<file path="src/rtl/seg_dma_pkg.sv">
// seg_dma_pkg: shared types and constants for the segmented DMA engine.
package seg_dma_pkg;

   // A cache line is 64 bytes, so line offsets are shifted by 6 to form byte addresses.
   localparam int LINE_SHIFT = 6;

   // Default geometry: 512-bit lines of 32-bit words.
   localparam int DEF_WORD_W = 32;
   localparam int DEF_LINE_W = 512;
   localparam int WPL        = DEF_LINE_W / DEF_WORD_W;

   // Transfer sequencing states.
   typedef enum logic [2:0] {
      S_IDLE      = 3'd0,
      S_GO        = 3'd1,
      S_RD_STREAM = 3'd2,
      S_WR_STREAM = 3'd3,
      S_WR_DRAIN  = 3'd4,
      S_DONE      = 3'd5
   } state_t;

   // Words per line for an arbitrary geometry.
   function automatic int calc_wpl(input int line_w, input int word_w);
      return line_w / word_w;
   endfunction

endpackage

</file>
<file path="src/rtl/seg_dma_engine_line_packer.sv">
// line_packer: a single cache-line buffer with a word index.
// Pack mode (i_mode = 1) assembles CPU words into a line.
// Unpack mode (i_mode = 0) loads a whole line and hands it out one word at a time.
// Word 0 occupies the least significant bits of the line.
module line_packer #(
   parameter int WORD_W    = 32,
   parameter int LINE_W    = 512,
   parameter int NUM_WORDS = 16,
   localparam int IDX_W    = (NUM_WORDS > 1) ? $clog2(NUM_WORDS) : 1
) (
   input  logic              clk,
   input  logic              rst_n,
   input  logic              i_mode,
   input  logic              i_clear,
   input  logic              i_load,
   input  logic [LINE_W-1:0] i_line,
   input  logic              i_word_fire,
   input  logic [WORD_W-1:0] i_word,
   input  logic              i_take,
   output logic              o_full,
   output logic              o_last,
   output logic [WORD_W-1:0] o_word,
   output logic [LINE_W-1:0] o_line
);

   logic [LINE_W-1:0] r_buf;
   logic [IDX_W-1:0]  r_idx;
   logic              r_full;
   logic              w_last;

   assign w_last = (r_idx == IDX_W'(NUM_WORDS - 1));

   // Buffer, word index and occupancy; "full" means a complete line is held.
   always_ff @(posedge clk or negedge rst_n) begin
      if (!rst_n) begin
         r_buf  <= '0;
         r_idx  <= '0;
         r_full <= 1'b0;
      end else if (i_clear) begin
         r_buf  <= '0;
         r_idx  <= '0;
         r_full <= 1'b0;
      end else if (!i_mode) begin
         if (i_load) begin
            r_buf  <= i_line;
            r_idx  <= '0;
            r_full <= 1'b1;
         end else if (i_word_fire && r_full) begin
            r_idx  <= w_last ? '0 : r_idx + IDX_W'(1);
            r_full <= !w_last;
         end
      end else begin
         if (i_word_fire && !r_full) begin
            r_buf[int'(r_idx)*WORD_W +: WORD_W] <= i_word;
            r_idx  <= w_last ? '0 : r_idx + IDX_W'(1);
            r_full <= w_last;
         end else if (i_take && r_full) begin
            r_full <= 1'b0;
         end
      end
   end

   assign o_full = r_full;
   assign o_last = w_last;
   assign o_word = r_buf[int'(r_idx)*WORD_W +: WORD_W];
   assign o_line = r_buf;

endmodule

</file>
<file path="src/rtl/seg_dma_engine.sv">
// seg_dma_engine: segment-relative address translation plus multi-line DMA
// read/write sequencing with word packing and unpacking.
// Optional watchdog: define SEG_DMA_WATCHDOG_EN to abort stalled transfers
// with an error after TIMEOUT_CYCLES idle cycles.
//
// Handshakes: a transfer happens on a cycle where both valid and ready are 1
// at the rising clock edge; valid never depends on ready, and the payload is
// held stable while valid is high and ready is low.
module seg_dma_engine
   import seg_dma_pkg::*;
#(
   parameter int WORD_W         = 32,
   parameter int LINE_W         = 512,
   parameter int NUM_SEG        = 4,
   parameter int ADDR_W         = 64,
   parameter int SIZE_W         = 16,
   parameter int TIMEOUT_CYCLES = 65535,
   localparam int SEG_IW        = (NUM_SEG > 1) ? $clog2(NUM_SEG) : 1
) (
   input  logic              clk,
   input  logic              rst_n,
   input  logic              cfg_we,
   input  logic [SEG_IW-1:0] cfg_seg,
   input  logic [ADDR_W-1:0] cfg_base,
   input  logic              req_valid,
   output logic              req_ready,
   input  logic              req_write,
   input  logic [SEG_IW:0]   req_seg,
   input  logic [ADDR_W-7:0] req_offset,
   input  logic [SIZE_W-1:0] req_lines,
   input  logic              wr_word_valid,
   output logic              wr_word_ready,
   input  logic [WORD_W-1:0] wr_word,
   output logic              rd_word_valid,
   input  logic              rd_word_ready,
   output logic [WORD_W-1:0] rd_word,
   output logic              xfer_done,
   output logic              xfer_err,
   output logic [ADDR_W-1:0] dma_rd_addr,
   output logic [ADDR_W-1:0] dma_wr_addr,
   output logic [SIZE_W-1:0] dma_rd_size,
   output logic [SIZE_W-1:0] dma_wr_size,
   output logic              dma_rd_go,
   output logic              dma_wr_go,
   output logic              dma_rd_en,
   input  logic [LINE_W-1:0] dma_rd_data,
   input  logic              dma_empty,
   input  logic              dma_rd_done,
   output logic              dma_wr_en,
   output logic [LINE_W-1:0] dma_wr_data,
   input  logic              dma_full,
   input  logic              dma_wr_done,
   output logic [2:0]        dbg_state
);

   localparam int                L_WPL    = calc_wpl(LINE_W, WORD_W);
   localparam logic [SIZE_W-1:0] ONE_LINE = SIZE_W'(1);

   logic [ADDR_W-1:0] r_base [NUM_SEG];
   state_t            r_state;
   logic              r_write;
   logic              r_err;
   logic [ADDR_W-1:0] r_addr;
   logic [SIZE_W-1:0] r_size;
   logic [SIZE_W-1:0] r_lines_left;

   logic              w_accept;
   logic              w_bad_req;
   logic [ADDR_W-1:0] w_addr;
   logic              w_buf_full;
   logic              w_last_word;
   logic              w_rd_en;
   logic              w_wr_en;
   logic              w_rd_fire;
   logic              w_wr_fire;
   logic              w_unused;

   // The read-channel completion is informational only; sequencing uses line counts.
   assign w_unused  = dma_rd_done | (TIMEOUT_CYCLES < 1);

   assign w_accept  = req_valid && (r_state == S_IDLE);
   assign w_bad_req = (req_lines == '0) || (int'(req_seg) >= NUM_SEG);
   assign w_addr    = r_base[req_seg[SEG_IW-1:0]] + (ADDR_W'(req_offset) << LINE_SHIFT);

   assign w_rd_en   = (r_state == S_RD_STREAM) && !w_buf_full && !dma_empty
                      && (r_lines_left != '0);
   assign w_wr_en   = (r_state == S_WR_STREAM) && w_buf_full && !dma_full;
   assign w_rd_fire = rd_word_valid && rd_word_ready;
   assign w_wr_fire = wr_word_valid && wr_word_ready;

   // Base table: writable in any state; in-flight transfers use their latched address.
   always_ff @(posedge clk or negedge rst_n) begin
      if (!rst_n) begin
         for (int i = 0; i < NUM_SEG; i++) r_base[i] <= '0;
      end else if (cfg_we && (int'(cfg_seg) < NUM_SEG)) begin
         r_base[cfg_seg] <= cfg_base;
      end
   end

`ifdef SEG_DMA_WATCHDOG_EN
   localparam int WD_W = $clog2(TIMEOUT_CYCLES + 1);

   logic [WD_W-1:0] r_wd_cnt;
   logic            w_wd_active;
   logic            w_wd_kick;
   logic            w_wd_expire;

   assign w_wd_active = (r_state == S_GO) || (r_state == S_RD_STREAM)
                        || (r_state == S_WR_STREAM) || (r_state == S_WR_DRAIN);
   assign w_wd_kick   = w_rd_en || w_wr_en || w_rd_fire || w_wr_fire || dma_wr_done;
   assign w_wd_expire = w_wd_active && !w_wd_kick
                        && (r_wd_cnt == WD_W'(TIMEOUT_CYCLES - 1));

   // Idle-cycle counter; any forward progress restarts the count.
   always_ff @(posedge clk or negedge rst_n) begin
      if (!rst_n) begin
         r_wd_cnt <= '0;
      end else if (!w_wd_active || w_wd_kick) begin
         r_wd_cnt <= '0;
      end else begin
         r_wd_cnt <= r_wd_cnt + WD_W'(1);
      end
   end
`endif

   // Transfer sequencer: accept, start pulse, stream lines, wait for write drain, report.
   always_ff @(posedge clk or negedge rst_n) begin
      if (!rst_n) begin
         r_state      <= S_IDLE;
         r_write      <= 1'b0;
         r_err        <= 1'b0;
         r_addr       <= '0;
         r_size       <= '0;
         r_lines_left <= '0;
      end else begin
         case (r_state)
            S_IDLE: begin
               if (w_accept) begin
                  r_write      <= req_write;
                  r_addr       <= w_addr;
                  r_size       <= req_lines;
                  r_lines_left <= req_lines;
                  r_err        <= w_bad_req;
                  r_state      <= w_bad_req ? S_DONE : S_GO;
               end
            end
            S_GO: r_state <= r_write ? S_WR_STREAM : S_RD_STREAM;
            S_RD_STREAM: begin
               if (w_rd_en) r_lines_left <= r_lines_left - ONE_LINE;
               if (w_rd_fire && w_last_word && (r_lines_left == '0)) r_state <= S_DONE;
            end
            S_WR_STREAM: begin
               if (w_wr_en) begin
                  r_lines_left <= r_lines_left - ONE_LINE;
                  if (r_lines_left == ONE_LINE) r_state <= S_WR_DRAIN;
               end
            end
            S_WR_DRAIN: if (dma_wr_done) r_state <= S_DONE;
            S_DONE: begin
               r_state <= S_IDLE;
               r_err   <= 1'b0;
            end
            default: r_state <= S_IDLE;
         endcase
`ifdef SEG_DMA_WATCHDOG_EN
         if (w_wd_expire) begin
            r_state <= S_DONE;
            r_err   <= 1'b1;
         end
`endif
      end
   end

   line_packer #(
      .WORD_W   (WORD_W),
      .LINE_W   (LINE_W),
      .NUM_WORDS(L_WPL)
   ) u_packer (
      .clk        (clk),
      .rst_n      (rst_n),
      .i_mode     (r_write),
      .i_clear    (w_accept),
      .i_load     (w_rd_en),
      .i_line     (dma_rd_data),
      .i_word_fire(r_write ? w_wr_fire : w_rd_fire),
      .i_word     (wr_word),
      .i_take     (w_wr_en),
      .o_full     (w_buf_full),
      .o_last     (w_last_word),
      .o_word     (rd_word),
      .o_line     (dma_wr_data)
   );

   assign req_ready     = (r_state == S_IDLE);
   assign wr_word_ready = (r_state == S_WR_STREAM) && !w_buf_full;
   assign rd_word_valid = (r_state == S_RD_STREAM) && w_buf_full;
   assign xfer_done     = (r_state == S_DONE);
   assign xfer_err      = (r_state == S_DONE) && r_err;
   assign dma_rd_go     = (r_state == S_GO) && !r_write;
   assign dma_wr_go     = (r_state == S_GO) && r_write;
   assign dma_rd_en     = w_rd_en;
   assign dma_wr_en     = w_wr_en;
   assign dma_rd_addr   = r_addr;
   assign dma_wr_addr   = r_addr;
   assign dma_rd_size   = r_size;
   assign dma_wr_size   = r_size;
   assign dbg_state     = r_state;

endmodule
</file>
<file path="config.mk">
export PLATFORM = sky130hd
export DESIGN_NAME = seg_dma_engine
export DESIGN_NICKNAME = d
export VERILOG_FILES = /design/src/rtl/seg_dma_pkg.sv /design/src/rtl/seg_dma_engine_line_packer.sv /design/src/rtl/seg_dma_engine.sv
export SDC_FILE = /design/constraint.sdc
export NUM_CORES = 2
export LEC_CHECK = 0
export CAP_MARGIN = 20
export CORE_AREA = 2 2 558 560
export CTS_CLUSTER_DIAMETER = 80
export DETAILED_ROUTE_END_ITERATION = 12
export DIE_AREA = 0 0 560 562
export GPL_ROUTABILITY_DRIVEN = 0
export PLACE_DENSITY = 0.38
export SETUP_SLACK_MARGIN = 0.3
export SLEW_MARGIN = 40
export SYNTH_ARGS = -nofsm -noshare
export SYNTH_HDL_FRONTEND = slang
export SYNTH_SLANG_ARGS = --single-unit
export TNS_END_PERCENT = 50
</file>
<file path="constraint.sdc">
create_clock -name clk -period 3.65 [get_ports clk]
set_clock_uncertainty 0.15 [all_clocks]
set_input_delay 0.73 -clock clk [delete_from_list [all_inputs] [get_ports clk]]
set_output_delay 0.73 -clock clk [all_outputs]
set_load 0.02 [all_outputs]
</file>
**Word level (Yosys, flattened, before mapping)**

Cells that the tools add are included.

- Output and inout port bits: 716
- Flip-flop bits (word level): 874
- Word-level logic and storage cells: 119
- Input bits: 698

- $add $sub $neg: 4
- Equal/unequal tests: 15
- Reduce and logical (&&, ||, !) cells: 40
- Mux-type cells: 38
- Shift-type cells: 3
- Order comparisons: 4
- Bitwise logic cells: 2

Operator list:

| cell | number |
|---|---|
| $mux 512 | 4 |
| $bwmux 512 | 1 |
| $shift 32x33->512 const A | 1 |
| $shiftx 32x33->512 | 1 |
| $shiftx 512x10->32 | 1 |
| $bwmux 256 | 1 |
| $mux 64 | 3 |
| $bmux 64 s2 | 1 |
| $demux 64 s2 | 1 |
| $add 64x64->64 | 1 |
| $mux 16 | 3 |
| $pmux 16 s3 | 1 |
| $neg 9->33 | 1 |
| $logic_not 16->1 | 2 |
| $mux 4 | 6 |
| $logic_and 1x1->1 | 19 |
| $mux 3 | 6 |
| $eq 16x1->1 const B | 1 |
| $reduce_bool 16->1 | 1 |
| $sub 16x1->16 const B | 1 |
| $pmux 3 s5 | 1 |
| $reduce_and 2->1 | 5 |
| $ge 3x3->1 const B | 3 |
| $mux 1 | 9 |
| other kinds (20) | 32 |

**Longest topological paths before layout**

- Depth after elaboration: 9
- Gate-level depth with buffers: 16
- Depth with buffers taken out: 14

**Hierarchy**

A second synthesis with hierarchy kept.

- Cells, all modules: 4,497
- Area total of the unflattened synthesis: 47,509.3 um2

By module, submodules not included:

| module | times used | sequential area each (um2) | cells an instance | area an instance (um2) |
|---|---|---|---|---|
| line_packer | 1 | 12,937.4 | 2,802 | 27,924.3 |
| seg_dma_engine | 1 | 8,933.6 | 1,695 | 19,585.0 |

**Worst setup path after synthesis**

OpenSTA, ideal clock, no wires.

- Path kind: input -> register
- Start point: in req_seg[0]
- End point: reg r_addr[56] (netlist: dma_rd_addr[56])
- Stages: 14
- Arrival time: 4.721 ns
- Required time: 3.417 ns
- Library setup time: 0.083 ns
- Buffers on the path: 3
- Setup slack: -1.304 ns
- Cells stage by stage: clkbuf_1 -> buf_1 -> mux4_2 -> ha_1 -> clkbuf_1 -> a21oi_1 -> o21ai_0 -> a2111oi_0 -> a31oi_1 -> or4b_2 -> o211ai_1 -> o21bai_1 -> xnor2_1 -> o21ai_0

- Cells in the longest elaborated chain, start to end: 5

RTL lines:

| item | RTL line | text |
|---|---|---|
| start: declaration | seg_dma_engine.sv:28 | `input logic [SEG_IW:0] req_seg,` |
| $not 2->3 (implied by the code) | seg_dma_engine.sv:83 | `assign w_addr = r_base[req_seg[SEG_IW-1:0]] + (ADDR_W'(req_offset) << LINE_SHIFT);` |
| $bmux 64 s2 | seg_dma_engine.sv:83 |  |
| $mux 64 (implied by the code) (2 in series) | seg_dma_engine.sv:83 |  |
| $add 64x64->64 | seg_dma_engine.sv:83 |  |
| end signal: assignment | seg_dma_engine.sv:140 | `r_addr <= w_addr;` |
| end: declaration | seg_dma_engine.sv:63 | `logic [ADDR_W-1:0] r_addr;` |

No other way between the ends. The select of a mux whose other input is x is not followed.
A chain may end at the register's enable or synchronous reset.

**Worst setup path in the final report**

- Start point: reg u_packer.r_idx[0]
- End point: out rd_word[15]

- Cells in the longest elaborated chain, start to end: 1

RTL lines:

| item | RTL line | text |
|---|---|---|
| start: declaration | seg_dma_engine_line_packer.sv:27 | `logic [IDX_W-1:0] r_idx;` |
| start signal: assignment | seg_dma_engine_line_packer.sv:49 | `r_idx <= w_last ? '0 : r_idx + IDX_W'(1);` |
| start signal: assignment | seg_dma_engine_line_packer.sv:55 | `r_idx <= w_last ? '0 : r_idx + IDX_W'(1);` |
| $shiftx 512x10->32 | seg_dma_engine_line_packer.sv:65 | `assign o_word = r_buf[int'(r_idx)*WORD_W +: WORD_W];` |
| end: declaration | seg_dma_engine.sv:36 | `output logic [WORD_W-1:0] rd_word,` |

No other way between the ends.

==> flow_summary_export.csv <==
group,metric,value,unit
status,run_status,"finished with violations",
status,violations,"negative setup slack",
sta,report.final.setup_viol,250,
logic_synthesis,syn_nets,5110,
setup_path,crit_start,"u_packer.r_idx[0]",
setup_path,worst_setup_path_end_kind,"output pin",
logic_synthesis,async_reset_ff_frac,1.00,
clock_tree,htree_num_levels,3,
setup_path,critPathKind,"flop to output pin",
route,first_pass_iters,6,
route,via_per_inst,4.68,
route,drc,0,
route,first_iter_violations,4669,
clock_tree,cts_tree,"built",
sta,drv_slew,0,
global_route,grt_antenna_before_repair,130,
min_path,hold_path_class,"input pin to asynchronous set/reset pin",
logic_synthesis,synth-seq-cells,874,
setup_path,path_max_fanout,7,
route,wl_per_cell,38.7,um
sta,max_slew_margin,0.310,
logic_synthesis,synth_cells,4348,
pwr,power_leakage,31.3,nW
floorplan,core,308000,um2
sta,max_freq,0.245,GHz
logic_synthesis,synthFlopType,"dfrtp_1",
logic_synthesis,seq_area_frac_synth,0.458,
place,pre_cts_slack,-1190,ps
sta,max_slew.worst_pin.slew,1040,ps
route,wl,401000,um
global_route,grt_pass1_wl,501000,um
global_route,grt_use_total,0.240,
layout,syn_to_final_growth,67.4,%
clock_tree,cts_root_buf,"clkbuf_16",
flow_run,max_cap_viol_count,0,
global_route,grt_pass1_vias,47600,
place,dp_cells,9785,
floorplan,ios,1414,
place,hpwl,309000,um
layout,stdcell_count,10400,
setup_path,reg2reg_from,"u_packer.r_idx[0]",
logic_synthesis,synth_edf_count,0,
floorplan,die_y,562,um
logic_synthesis,yosysWarnings,0,
floorplan,die_area,315000,um2
place,io_buffers,1412,
logic_synthesis,yosys-top-cells-count,"dfrtp_1 (874), nand2_1 (704), o31ai_1 (520), a22oi_1 (515), clkbuf_1 (299)",
sta,rsz0062_at_grt,"true",
logic_synthesis,syn_avg_cell_area,11.0,um2
sta,hold_violations,0,
global_route,grt_max_degree,118,
sta,finalCritPeriodShare,1.12,
pwr,ir_worst_vdd,0.526,mV
sta,fin_crit,4090,ps
layout,drive_gt1_frac,0.298,
setup_path,worst_ep_required_time,2770,ps
logic_synthesis,synth.distinct_cells,69,
pwr,pwr_density_cell,904,nW/um2
floorplan,die_w,560,um
setup_path,setup.worst_path.start_class,"flop",
floorplan,rows,204,
clock_tree,cts_made_buffers,123,
sta,fin_ws,-440,ps
route,ant_nets,0,
route,num_vias,48500,
setup_path,arrival,3210,ps
sta,hold_slack,235,ps
logic_synthesis,syn_area,47800,um2
clock_tree,cts.sinks,874,
clock_tree,clk_pin_slew,50,ps
logic_synthesis,yosysTopAreaCellShare,0.458,
layout,final_nets,6788,
pwr,power.total,72.3,mW
logic_synthesis,synth_largest_area_cell,"dfrtp_1",
logic_synthesis,synth.most_common_cell,"dfrtp_1",
clock_tree,clockBufferDepth,4,
global_route,gr-total-overflow,0,
sta,tns,-28100,ps
floorplan,start_util,0.155,
logic_synthesis,yosys-top-cells-area,"dfrtp_1 (46%), mux4_2 (11%), o31ai_1 (8.2%)",
clock_tree,worstSkewPairLatency,840,ps
-- per-stage QoR --
step | cell area, um2 | util
CTS | 76800 | 0.249
finish | 80000 | 0.259
global placement | 69400 | 0.225
floorplan | 48200 | -
global route | 79900 | 0.259
detailed placement | 69500 | 0.225
-- kinds of logic after synthesis --
family / count (synthesis) / share of synthesized area
AO/OA/AOI/OAI: 1364 / 0.207
multiplexers: 484 / 0.167
XOR/XNOR: 53 / 0.00971
AND/OR/NAND/NOR: 946 / 0.0820
flip-flops: 874 / 0.458
adder cells (fa/ha/maj): 64 / 0.0169
buffers and inverters: 563 / 0.0604
-- routing by layer --
| layer | track usage | wire [um] | vias up |
|---|---|---|---|
| met5 | 0 | 383 | - |
| met4 | 0.171 | 32800 | 58 |
| met3 | 0.0757 | 33700 | 698 |
| met2 | 0.408 | 196000 | 2495 |
| met1 | 0.250 | 138000 | 25300 |
| li1 | - | - | 19900 |
-- where the power goes --
part | internal, mW | switching, mW | total, mW
clock network | 7.35 | 5.14 | 12.5
registers | 13.0 | 4.07 | 17.1
logic | 17.9 | 25.0 | 42.8
total | 38.2 | 34.2 | 72.3
-- state kept, by name, summed over array words and instances (netlist names) --
register / cells
dbg_state: 3
dma_rd_addr: 64
dma_rd_size: 16
r_base: 256
r_err: 1
r_lines_left: 16
r_write: 1
u_packer.o_full: 1
u_packer.o_line: 512
u_packer.r_idx: 4
-- cell usage in the layout (no fill, tap or decap), types with 20 or more instances in the layout --
master / n
nand4_1: 22
buf_16: 38
clkbuf_1: 24
o21ai_0: 82
nand3_1: 24
buf_12: 173
nor2_1: 66
nand2_1: 669
nor2_4: 26
a22oi_1: 400
buf_4: 394
o31ai_1: 421
inv_1: 21
mux4_2: 224
clkbuf_8: 32
a21o_1: 34
o31ai_2: 73
mux2_2: 259
ha_1: 43
ha_4: 20
o31ai_4: 26
buf_6: 70
clkbuf_16: 152
buf_2: 20
xnor2_1: 25
diode_2: 122
a21oi_1: 77
dfrtp_1: 867
a22oi_2: 115
clkdlybuf4s50_1: 1338
nand2_4: 24
-- final timing paths --
| check | end | slack, ps | cells after the start |
|---|---|---|---|
| max | rd_word[15] | -440 | 6 |
| min | r_base[120] | 230 | 2 |
| max reg2reg | u_packer.o_line[101] | -220 | 23 |
| min reg2reg | r_lines_left[6] | 340 | 2 |
| max in group asynchronous | u_packer.o_line[101] | 1920 | 4 |
| min in group clk | r_write | 320 | 3 |
-- layout make-up --
cell class	instances	area, um2
flip-flops and latches	874	21900
clock buffers	180	3630
multi-input cells	2911	25500
clock inverters	38	460
repair buffers	2089	22900
inverters	26	130
fillers	32700	228000
repair inverters	1	8.76
diodes	122	305
well taps	4120	5150
-- critical path, cell delays in order (launching register included) --
cell     delay (ps)
dfrtp_4         470
buf_12          130
buf_16          160
buf_4           160
mux4_2          640
mux4_2          600
buf_12          190
-- timing repair --
item	4_1_cts	5_1_grt
setup buffers	92	78
setup endpoints to repair	415	589
gates resized for setup	316	280
pin swaps	72	141
hold buffers	1	0
gates cloned	32	32
hold endpoints to repair	145	0
(Power assumes the default switching activity.)
